<file path="src/rtl/pipe_pkg.sv">
// Shared types and constants for the pipeline stage register.
package pipe_pkg;

  typedef enum logic [1:0] {
    PS_EMPTY = 2'd0,
    PS_ONE   = 2'd1,
    PS_TWO   = 2'd2
  } ps_state_t;

  localparam int STALL_CNT_W = 16;
  localparam logic [STALL_CNT_W-1:0] STALL_CNT_MAX = 16'hFFFF;

endpackage

</file>
<file path="src/rtl/pipe_stage_reg_ld_reg.sv">
// Load-enable register with synchronous active-low reset to a parameterised value.
module ld_reg #(
  parameter int               WIDTH   = 32,
  parameter logic [WIDTH-1:0] RST_VAL = '0
) (
  input  logic             clk,
  input  logic             rst_n,
  input  logic             en,
  input  logic [WIDTH-1:0] d,
  output logic [WIDTH-1:0] q
);

  always_ff @(posedge clk) begin
    if (!rst_n) begin
      q <= RST_VAL;
    end else if (en) begin
      q <= d;
    end
  end

endmodule

</file>
<file path="src/rtl/pipe_stage_reg.sv">
// Valid/ready stage register with 2-entry skid: 1-cycle latency, registered in_ready, flush squashes.
// Optional stall counter (out_valid & ~out_ready cycles) enabled by PIPE_REG_STALL_CNT_EN.
module pipe_stage_reg
  import pipe_pkg::*;
#(
  parameter int               WIDTH     = 32,
  parameter logic [WIDTH-1:0] FLUSH_VAL = '0
) (
  input  logic                   CLK,
  input  logic                   RESET,
  input  logic                   in_valid,
  output logic                   in_ready,
  input  logic [WIDTH-1:0]       D,
  input  logic                   flush,
  output logic                   out_valid,
  input  logic                   out_ready,
  output logic [WIDTH-1:0]       Q
`ifdef PIPE_REG_STALL_CNT_EN
  ,
  output logic [STALL_CNT_W-1:0] stall_cnt
`endif
);

  ps_state_t        state;
  ps_state_t        next_state;
  logic             acc;
  logic             rel;
  logic             main_en;
  logic [WIDTH-1:0] main_d;
  logic             skid_en;
  logic [WIDTH-1:0] skid_q;

  assign acc = in_valid & in_ready;
  assign rel = out_valid & out_ready;

  // Flush wins over everything; a same-cycle release has already been seen downstream.
  always_comb begin
    next_state = state;
    main_en    = 1'b0;
    main_d     = D;
    skid_en    = 1'b0;
    if (flush) begin
      next_state = PS_EMPTY;
      main_en    = 1'b1;
      main_d     = FLUSH_VAL;
    end else begin
      case (state)
        PS_EMPTY: begin
          if (acc) begin
            main_en    = 1'b1;
            next_state = PS_ONE;
          end
        end
        PS_ONE: begin
          if (acc && rel) begin
            main_en = 1'b1;
          end else if (acc) begin
            skid_en    = 1'b1;
            next_state = PS_TWO;
          end else if (rel) begin
            next_state = PS_EMPTY;
          end
        end
        PS_TWO: begin
          if (rel) begin
            main_en    = 1'b1;
            main_d     = skid_q;
            next_state = PS_ONE;
          end
        end
        default: next_state = PS_EMPTY;
      endcase
    end
  end

  always_ff @(posedge CLK) begin
    if (!RESET) begin
      state     <= PS_EMPTY;
      out_valid <= 1'b0;
      in_ready  <= 1'b0;
    end else begin
      state     <= next_state;
      out_valid <= (next_state != PS_EMPTY);
      in_ready  <= (next_state != PS_TWO);
    end
  end

  ld_reg #(
    .WIDTH   (WIDTH),
    .RST_VAL (FLUSH_VAL)
  ) u_main (
    .clk   (CLK),
    .rst_n (RESET),
    .en    (main_en),
    .d     (main_d),
    .q     (Q)
  );

  ld_reg #(
    .WIDTH   (WIDTH),
    .RST_VAL ('0)
  ) u_skid (
    .clk   (CLK),
    .rst_n (RESET),
    .en    (skid_en),
    .d     (D),
    .q     (skid_q)
  );

`ifdef PIPE_REG_STALL_CNT_EN
  always_ff @(posedge CLK) begin
    if (!RESET || flush) begin
      stall_cnt <= '0;
    end else if (out_valid && !out_ready && (stall_cnt != STALL_CNT_MAX)) begin
      stall_cnt <= stall_cnt + STALL_CNT_W'(1);
    end
  end
`endif

endmodule

</file>
<file path="config.mk">
export PLATFORM = sky130hd
export DESIGN_NAME = pipe_stage_reg
export DESIGN_NICKNAME = d
export VERILOG_FILES = /design/src/rtl/pipe_pkg.sv /design/src/rtl/pipe_stage_reg_ld_reg.sv /design/src/rtl/pipe_stage_reg.sv
export SDC_FILE = /design/constraint.sdc
export NUM_CORES = 1
export LEC_CHECK = 0
export CORE_ASPECT_RATIO = 0.75
export CORE_MARGIN = 4
export CORE_UTILIZATION = 45
export CTS_CLUSTER_DIAMETER = 200
export DETAILED_ROUTE_END_ITERATION = 8
export PLACE_DENSITY = 0.73
export SKIP_CTS_REPAIR_TIMING = 1
export SYNTH_ARGS = -nofsm -noshare
export SYNTH_HDL_FRONTEND = slang
export SYNTH_SLANG_ARGS = --single-unit
</file>
<file path="constraint.sdc">
create_clock -name CLK -period 2.3 [get_ports CLK]
set_clock_uncertainty 0.1 [all_clocks]
set_input_delay 0.23 -clock CLK [delete_from_list [all_inputs] [get_ports CLK]]
set_output_delay 0.23 -clock CLK [all_outputs]
set_load 0.01 [all_outputs]
</file>
==> summary by stage, run 1 <==
Status
The run finished with clean final reports.

Power
Per report_power, the sequential group accounts for 48.9% of the total. The internal power is 0.00194 W. Of the total power, the share spent switching nets is 22.9%. The leakage power of the design is 1.54 nW. The power per unit of standard cell area is 626 nW/um^2. The share of total power dissipated in combinational logic is 11.8%.

The net switching power is 0.000575 W. The peak supply drop is 0.360 mV. Power comes to 0.00251 W.

The proportion of power drawn by the clock network is 39.4%.

Setup path
The endpoint kind of the worst setup timing path is a flop. The required time of the critical path is 2.41 ns. The startpoint identified for the worst register-to-register timing path is state[1]. Tracing the worst setup path back leads to its startpoint at state[1]. The data arrival time at the worst-slack endpoint is 1.85 ns.

The worst setup path is of the flop to flop kind. The kind of launch point of the worst setup path is a flop. In this run the worst path has a maximum fanout of 21.

Worst hold path
The worst hold path begins at RESET. The path class of the lowest-slack min-delay path is input pin to flop.

Clock network
The clock sink total is 68. Clock-pin slew was measured on the worst setup and hold paths at 0.07 ns. The cell sitting at the root of the clock tree is a sky130_fd_sc_hd__clkbuf_8. TritonCTS built the clock tree.

The clock network latency to the later pin of the worst-skew pair is 0.33 ns. The CTS buffer count is 9. Counting along the longest clock path gives a buffer depth of 2. The level count of the clock H-tree is 3.

Placed design
The wire-length estimate of the detail-placed layout is 4.46 mm. The area of placed instances is 3810 um^2. The number of placed instances, taps included is 473. The port buffer count is 70. The placer's final routability congestion estimate is 0.838.

Timing
The final number of hold-violating endpoints is 0. The worst path uses 75.7% of the clock period. The timing-limited maximum frequency is 0.575 GHz.

The tightest slew margin relative to the limit is 74.8%. Setup violations remaining at the end of the flow were counted as 0. The final period demand of the worst path is 1.74 ns.

The tightest hold path in the finished design has a slack of 0.217 ns. Adding up every negative setup slack in the final design gives 0 ns. The number of max-slew violations in the final report is 0.

Setup repair after global routing left no endpoint under its margin. The transition time at the pin with the least slew margin is 0.379 ns.

Synthesis
The part of the Yosys area used for sequential elements is 44.8%. Synthesis inferred 68 register bits. The warning count from the yosys run is 0. The number of distinct library cells after synthesis is 25. Each instance of the synthesized netlist takes up on average 8.97 um^2. The synthesized netlist net count is 376. After synthesis the cells add up to 3040 um^2.

The post-synthesis cell count is 339.

Routing
The number of design-rule violations left by the first detailed-router iteration is 106. The average wire per standard cell is 14.4 um. After detailed routing, the number of remaining DRC violations is 0. The via count is 2499. The number of nets with antenna violations after detailed routing is 0. Wires add up to 7.04 mm. In the routed layout, each cell is associated on average with a via count of 5.11. The first-pass detailed-route iteration total is 4.

Finish
Excluding fillers, the count of instances in the completed layout stands at 489. In the final layout, the share of cells above drive strength 1 is 15.0%. The count of nets after finishing is 440. The library cell used most frequently in the layout, excluding fill and tap cells, is sky130_fd_sc_hd__nand2_1. The top cell types in the final layout, fill and taps aside, are sky130_fd_sc_hd__nand2_1, sky130_fd_sc_hd__clkdlybuf4s50_1, sky130_fd_sc_hd__dfxtp_1. 0 antenna diodes ended up in the layout. Summing all non-filler instances in the final layout gives an area of 4010 um^2. The growth of design area from synthesis to finish is 32.0%. The filler cells instantiated in the layout total 573.

Die
Once the floorplan was initialized, standard cells occupied 47.2% of the core. The die is 79.2 um tall. The die covers 8150 um^2. The core outline area is 6440 um^2. The number of I/O pins is 71. The chip width is 103 um. In this run the core area contains 25 standard-cell rows.

GRT
The initial antenna violation count came to 0. The global-route congestion overflow total is 0. The via count of the first global-routing pass came to 2403. The first global-routing pass estimated 11.8 mm of wire. Entering global routing, the biggest net connects 40 pins. The total routing resource utilization after global routing is 18.4%.

Run
The tool flagged a number of max-cap violations equal to 0.
final timing paths:
| path | end | slack, ns | depth (start not counted) |
|---|---|---|---|
| setup reg to reg | u_main.q[14] | 0.56 | 5 |
| setup / recovery | u_main.q[14] | 0.56 | 5 |
| hold / removal | u_main.q[1] | 0.22 | 4 |
| hold reg to reg | u_skid.q[9] | 0.35 | 2 |
stage by stage:
step                utilization (%)  setup WS (ns)
global placement               59.1          0.328
detailed placement             59.1          0.283
CTS                            62.3          0.558
floorplan                         -          0.726
global route                   62.3          0.386
finish                         62.3          0.559
power by group through the flow:
| stage | clock network, W | registers, W | logic (W) |
|---|---|---|---|
| final | 0.000989 | 0.00123 | 0.000296 |
| after global routing | 0.00108 | 0.00123 | 0.000320 |
| after CTS | 0.00102 | 0.00123 | 0.000300 |
| after detailed placement | 0 | 0.00125 | 0.000297 |
| after global placement | 0 | 0.00125 | 0.000294 |
| after floorplan | 0 | 0.00127 | 0.000133 |
cell type report:
type                            count  area [um^2]  share of cell area (%)
Multi-Input combinational cell    246         1570                    39.1
Sequential cell                    68         1360                    33.9
Tap cell                           81          101                    2.52
Clock buffer                       12          155                    3.87
Clock inverter                      4         47.5                    1.18
Timing Repair Buffer               78          781                    19.5
flip-flops by register name, summed over array words and instances (netlist names):
register / count
u_skid.q: 32
out_valid: 1
in_ready: 1
state: 2
u_main.q: 32
worst max-delay path, stage by stage, from the launching register on:
cell	delay [ns]
sky130_fd_sc_hd__dfxtp_1	0.43
sky130_fd_sc_hd__nand3b_2	0.20
sky130_fd_sc_hd__a21oi_1	0.09
sky130_fd_sc_hd__a311o_2	0.37
sky130_fd_sc_hd__buf_4	0.26
sky130_fd_sc_hd__mux2i_1	0.16
logic make-up after synthesis:
| family | Yosys count | synth area share (%) |
|---|---|---|
| AOI/OAI and AO/OA | 42 | 10.2 |
| buffers and inverters | 25 | 3.99 |
| and+or+nand+nor | 140 | 18.6 |
| muxes | 64 | 22.4 |
| DFF | 68 | 44.8 |
Yosys cell counts:
cell                         n  area [um^2]
sky130_fd_sc_hd__clkbuf_1   17         63.8
sky130_fd_sc_hd__mux2_2     32          360
sky130_fd_sc_hd__nor2b_1     2         12.5
sky130_fd_sc_hd__nand4b_1    1         8.76
sky130_fd_sc_hd__buf_1       1         3.75
sky130_fd_sc_hd__a21o_1      1         7.51
sky130_fd_sc_hd__a21bo_2     1         10.0
sky130_fd_sc_hd__o21a_1      3         22.5
sky130_fd_sc_hd__dfxtp_1    68         1360
sky130_fd_sc_hd__nand3_1     1         5.00
sky130_fd_sc_hd__buf_2       4         20.0
sky130_fd_sc_hd__a21boi_1   30          225
sky130_fd_sc_hd__nand4_1     1         6.26
sky130_fd_sc_hd__a311o_1     1         10.0
sky130_fd_sc_hd__nand2_1   129          484
sky130_fd_sc_hd__nor3b_1     1         7.51
sky130_fd_sc_hd__nor3_2      1         10.0
sky130_fd_sc_hd__nand3b_2    1         11.3
sky130_fd_sc_hd__a21oi_1     4         20.0
sky130_fd_sc_hd__a21boi_0    2         15.0
sky130_fd_sc_hd__nand2b_1    1         6.26
sky130_fd_sc_hd__and3b_1     1         8.76
sky130_fd_sc_hd__or3_1       1         6.26
sky130_fd_sc_hd__mux2i_1    32          320
sky130_fd_sc_hd__buf_6       3         33.8
routing by layer:
metal / share of wire (%) / up-vias / global-route usage, %
met5: 0 / - / 0
met4: 0.64 / 0 / 4.79
met3: 7.4 / 5 / 6.58
met2: 45 / 69 / 27.5
met1: 47 / 1179 / 25.1
li1: - / 1246 / -
Note: power is estimated with default switching activity, not from simulation.
==> inputs of run 2 (changes only) <==
--- a/config.mk
+++ b/config.mk
@@ -10,7 +10,7 @@
 export CORE_UTILIZATION = 45
 export CTS_CLUSTER_DIAMETER = 200
 export DETAILED_ROUTE_END_ITERATION = 8
-export PLACE_DENSITY = 0.73
+export PLACE_DENSITY = 0.76
 export SKIP_CTS_REPAIR_TIMING = 1
 export SYNTH_ARGS = -nofsm -noshare
 export SYNTH_HDL_FRONTEND = slang
==> constraint.sdc (replaced) <==
create_clock -name CLK -period 1.4 [get_ports CLK]
set_clock_uncertainty 0.1 [all_clocks]
set_input_delay 0.14 -clock CLK [delete_from_list [all_inputs] [get_ports CLK]]
set_output_delay 0.14 -clock CLK [all_outputs]
set_load 0.01 [all_outputs]
==> summary by stage, run 2 (synthesized netlist as in run 1, its figures left out) <==
Placed design
OpenSTA, run right after detailed placement, puts the worst setup slack at -0.482 ns. The placer's final routability congestion estimate is 0.777. The port buffer count is 70.

The half-perimeter wire length after detailed placement is 5.07 mm.

GRT
The first global-routing pass estimated 12.3 mm of wire. Entering global routing, the biggest net connects 33 pins. The met3 global-route usage is 6.58%.

The layer with the highest usage after global routing is met2. The global-route congestion overflow total is 0. For this run, the total global-route usage over all layers was measured as 19.0%. The initial antenna violation count came to 0. The via count of the first global-routing pass is 2599.

The met1 layer usage reported by global route is 24.6%. Global routing used 31.1% of the available met2 tracks.

Die
The effective utilization at floorplan is 47.2%. The core outline area is 6440 um^2. The floorplan step set the die width to 103 um. In this run the vertical extent of the chip is 79.2 um. The standard-cell row count is 25. Pin placement for this block handled 71 I/O pins. The floorplan step defined a die boundary enclosing 8150 um^2.

Power
Combinational logic is responsible for 12.9% of the overall power. The total power draw is 0.00415 W. The clock network is responsible for 38.5% of the overall power. IR analysis of the VDD net gives a maximum drop of 0.535 mV. Internal power comes to 0.00316 W. In this run the static leakage power is 2.22 nW. The analysis attributes to net switching a power of 0.000986 W. The switching part of the total power is 23.8%. Of the total power, registers draw 48.6%.

The power per unit of standard cell area is 966 nW/um^2.

Finish
The most frequent standard cell in the layout excluding fill and tap cells is sky130_fd_sc_hd__nand2_1. Compared with the post-synthesis result, the final layout area differs by 41.3%. The count of nets after finishing is 456. The largest registers in the layout are u_main.q: 32 flops, u_skid.q: 32 flops, state: 2 flops. Cells with a size suffix above 1 make up 20.0% of the layout. Counting the fill cells in the layout gives 527. The repair_antennas step left the layout with diodes totalling 0. In the layout the commonest cells are sky130_fd_sc_hd__nand2_1, sky130_fd_sc_hd__dfxtp_1, sky130_fd_sc_hd__dlymetal6s2s_1.

Timing
The final number of hold-violating endpoints was 0. At the pin with the least slew margin, the transition time is 0.259 ns. After layout, the minimum clock period comes to 1.56 ns. The final critical-path share of the clock period is 112%. The worst-case hold slack is 0.179 ns.

The timing-limited maximum frequency is 0.640 GHz. The final worst-path setup slack is -0.162 ns. In this run the tightest slew margin relative to its limit is 82.7%.

Adding up every negative setup slack in the final design gives -6.15 ns. The number of failing setup endpoints in the final timing report is 64. Setup repair after global routing could not meet its margin everywhere. The number of max-slew violations in the final report is 0.

Setup path
The worst stage delay on the critical path is 0.39 ns. The type of the worst setup path is flop to flop. The required time of the critical path is 1.52 ns. The start of the worst register-to-register path is state[1].

The cell with the largest stage delay on the worst path is sky130_fd_sc_hd__a311o_2. In this run the worst path has a maximum fanout of 11. The critical path starts at state[1].

The family with the most delay on the worst path is compound AO/OA/AOI/OAI gates. The buffer and inverter count on the worst path is 1. The kind of launch point of the worst setup path is a flop.

The endpoint kind of the worst setup timing path is a flop. The data arrival time at the worst-slack endpoint is 1.68 ns. The signal on the critical path passes through nand3b_4, a21oi_4, a311o_2, clkbuf_16, mux2i_1.

Routing
The DRC violations left is 0. The detailed-route vias per instance is 5.11. The number of design-rule violations left by the first detailed-router iteration is 68.

The pre-antenna-repair detailed-routing pass consisted of 4 iterations. In the final routed layout, each cell accounts on average for 14.9 um. The via count is 2581. After detailed routing, the total wire length is 7.52 mm. The number of nets with antenna violations after detailed routing is 0.

Clock network
The H-tree was split into 3 levels. Counting the buffers created by CTS gives 9. At the later pin of the worst-skew pair, clock insertion delay measures 0.34 ns.

TritonCTS built the clock tree. The clock drives 68 sinks. The clock tree buffer depth is 2. Clock-pin slew was measured on the worst setup and hold paths at 0.07 ns. The root cell of the clock tree is sky130_fd_sc_hd__clkbuf_8.

Status
The final reports fail on setup timing. The run finished, with violations left.

Run
The reported max-cap violation count is 0.

Worst hold path
The worst hold path startpoint is out_ready. The path class of the lowest-slack min-delay path is input pin to flop.
[run 2: power groups by stage]
stage	Combinational, W	Clock (W)	Sequential, W
global route	0.000576	0.00174	0.00202
floorplan	0.000232	0	0.00208
finish	0.000535	0.00160	0.00202
CTS	0.000530	0.00165	0.00202
global placement	0.000519	0	0.00206
detailed placement	0.000526	0	0.00206
[run 2: cell type report]
class,count,area (um^2),share of cell area (%)
timing repair buffer,94,1020,23.9
tap,81,101,2.36
clock inverter,6,63.8,1.49
sequential,68,1370,31.8
multi-input combinational,246,1600,37.3
clock buffer,10,138,3.20
[run 2: per-layer routing]
| metal | part of all wire [%] | vias up |
|---|---|---|
| met5 | 0 | - |
| met2 | 49 | 53 |
| li1 | - | 1288 |
| met3 | 5.0 | 4 |
| met1 | 46 | 1236 |
| met4 | 0.61 | 0 |
[run 2: metrics by stage]
step                      utilization [%]  cells  instance area [um^2]
final                                66.7    505                  4300
after global routing                 66.7    505                  4300
after CTS                            64.4    504                  4150
after detailed placement             61.3    488                  3950
after global placement               61.3    488                  3950
after floorplan                         -    339                  3110
[run 2: worst paths after layout]
check	slack [ns]	cells past startpoint	to
max	-0.16	5	u_main.q[26]
min	0.18	3	state[1]
max reg2reg	-0.16	5	u_main.q[26]
min reg2reg	0.36	2	u_main.q[31]
[run 2: worst min-delay path, stage by stage]
cell and delay (ns):
sky130_fd_sc_hd__dlymetal6s2s_1 0.22, sky130_fd_sc_hd__a21o_1 0.17, sky130_fd_sc_hd__nor3b_1 0.04
==> inputs of run 3 (changes only) <==
--- a/config.mk
+++ b/config.mk
@@ -12,6 +12,7 @@
 export DETAILED_ROUTE_END_ITERATION = 8
 export PLACE_DENSITY = 0.76
 export SKIP_CTS_REPAIR_TIMING = 1
+export SLEW_MARGIN = 15
 export SYNTH_ARGS = -nofsm -noshare
 export SYNTH_HDL_FRONTEND = slang
 export SYNTH_SLANG_ARGS = --single-unit
==> results of run 3 <==
The final DEF is identical to that of run 2; final timing and power are the same.
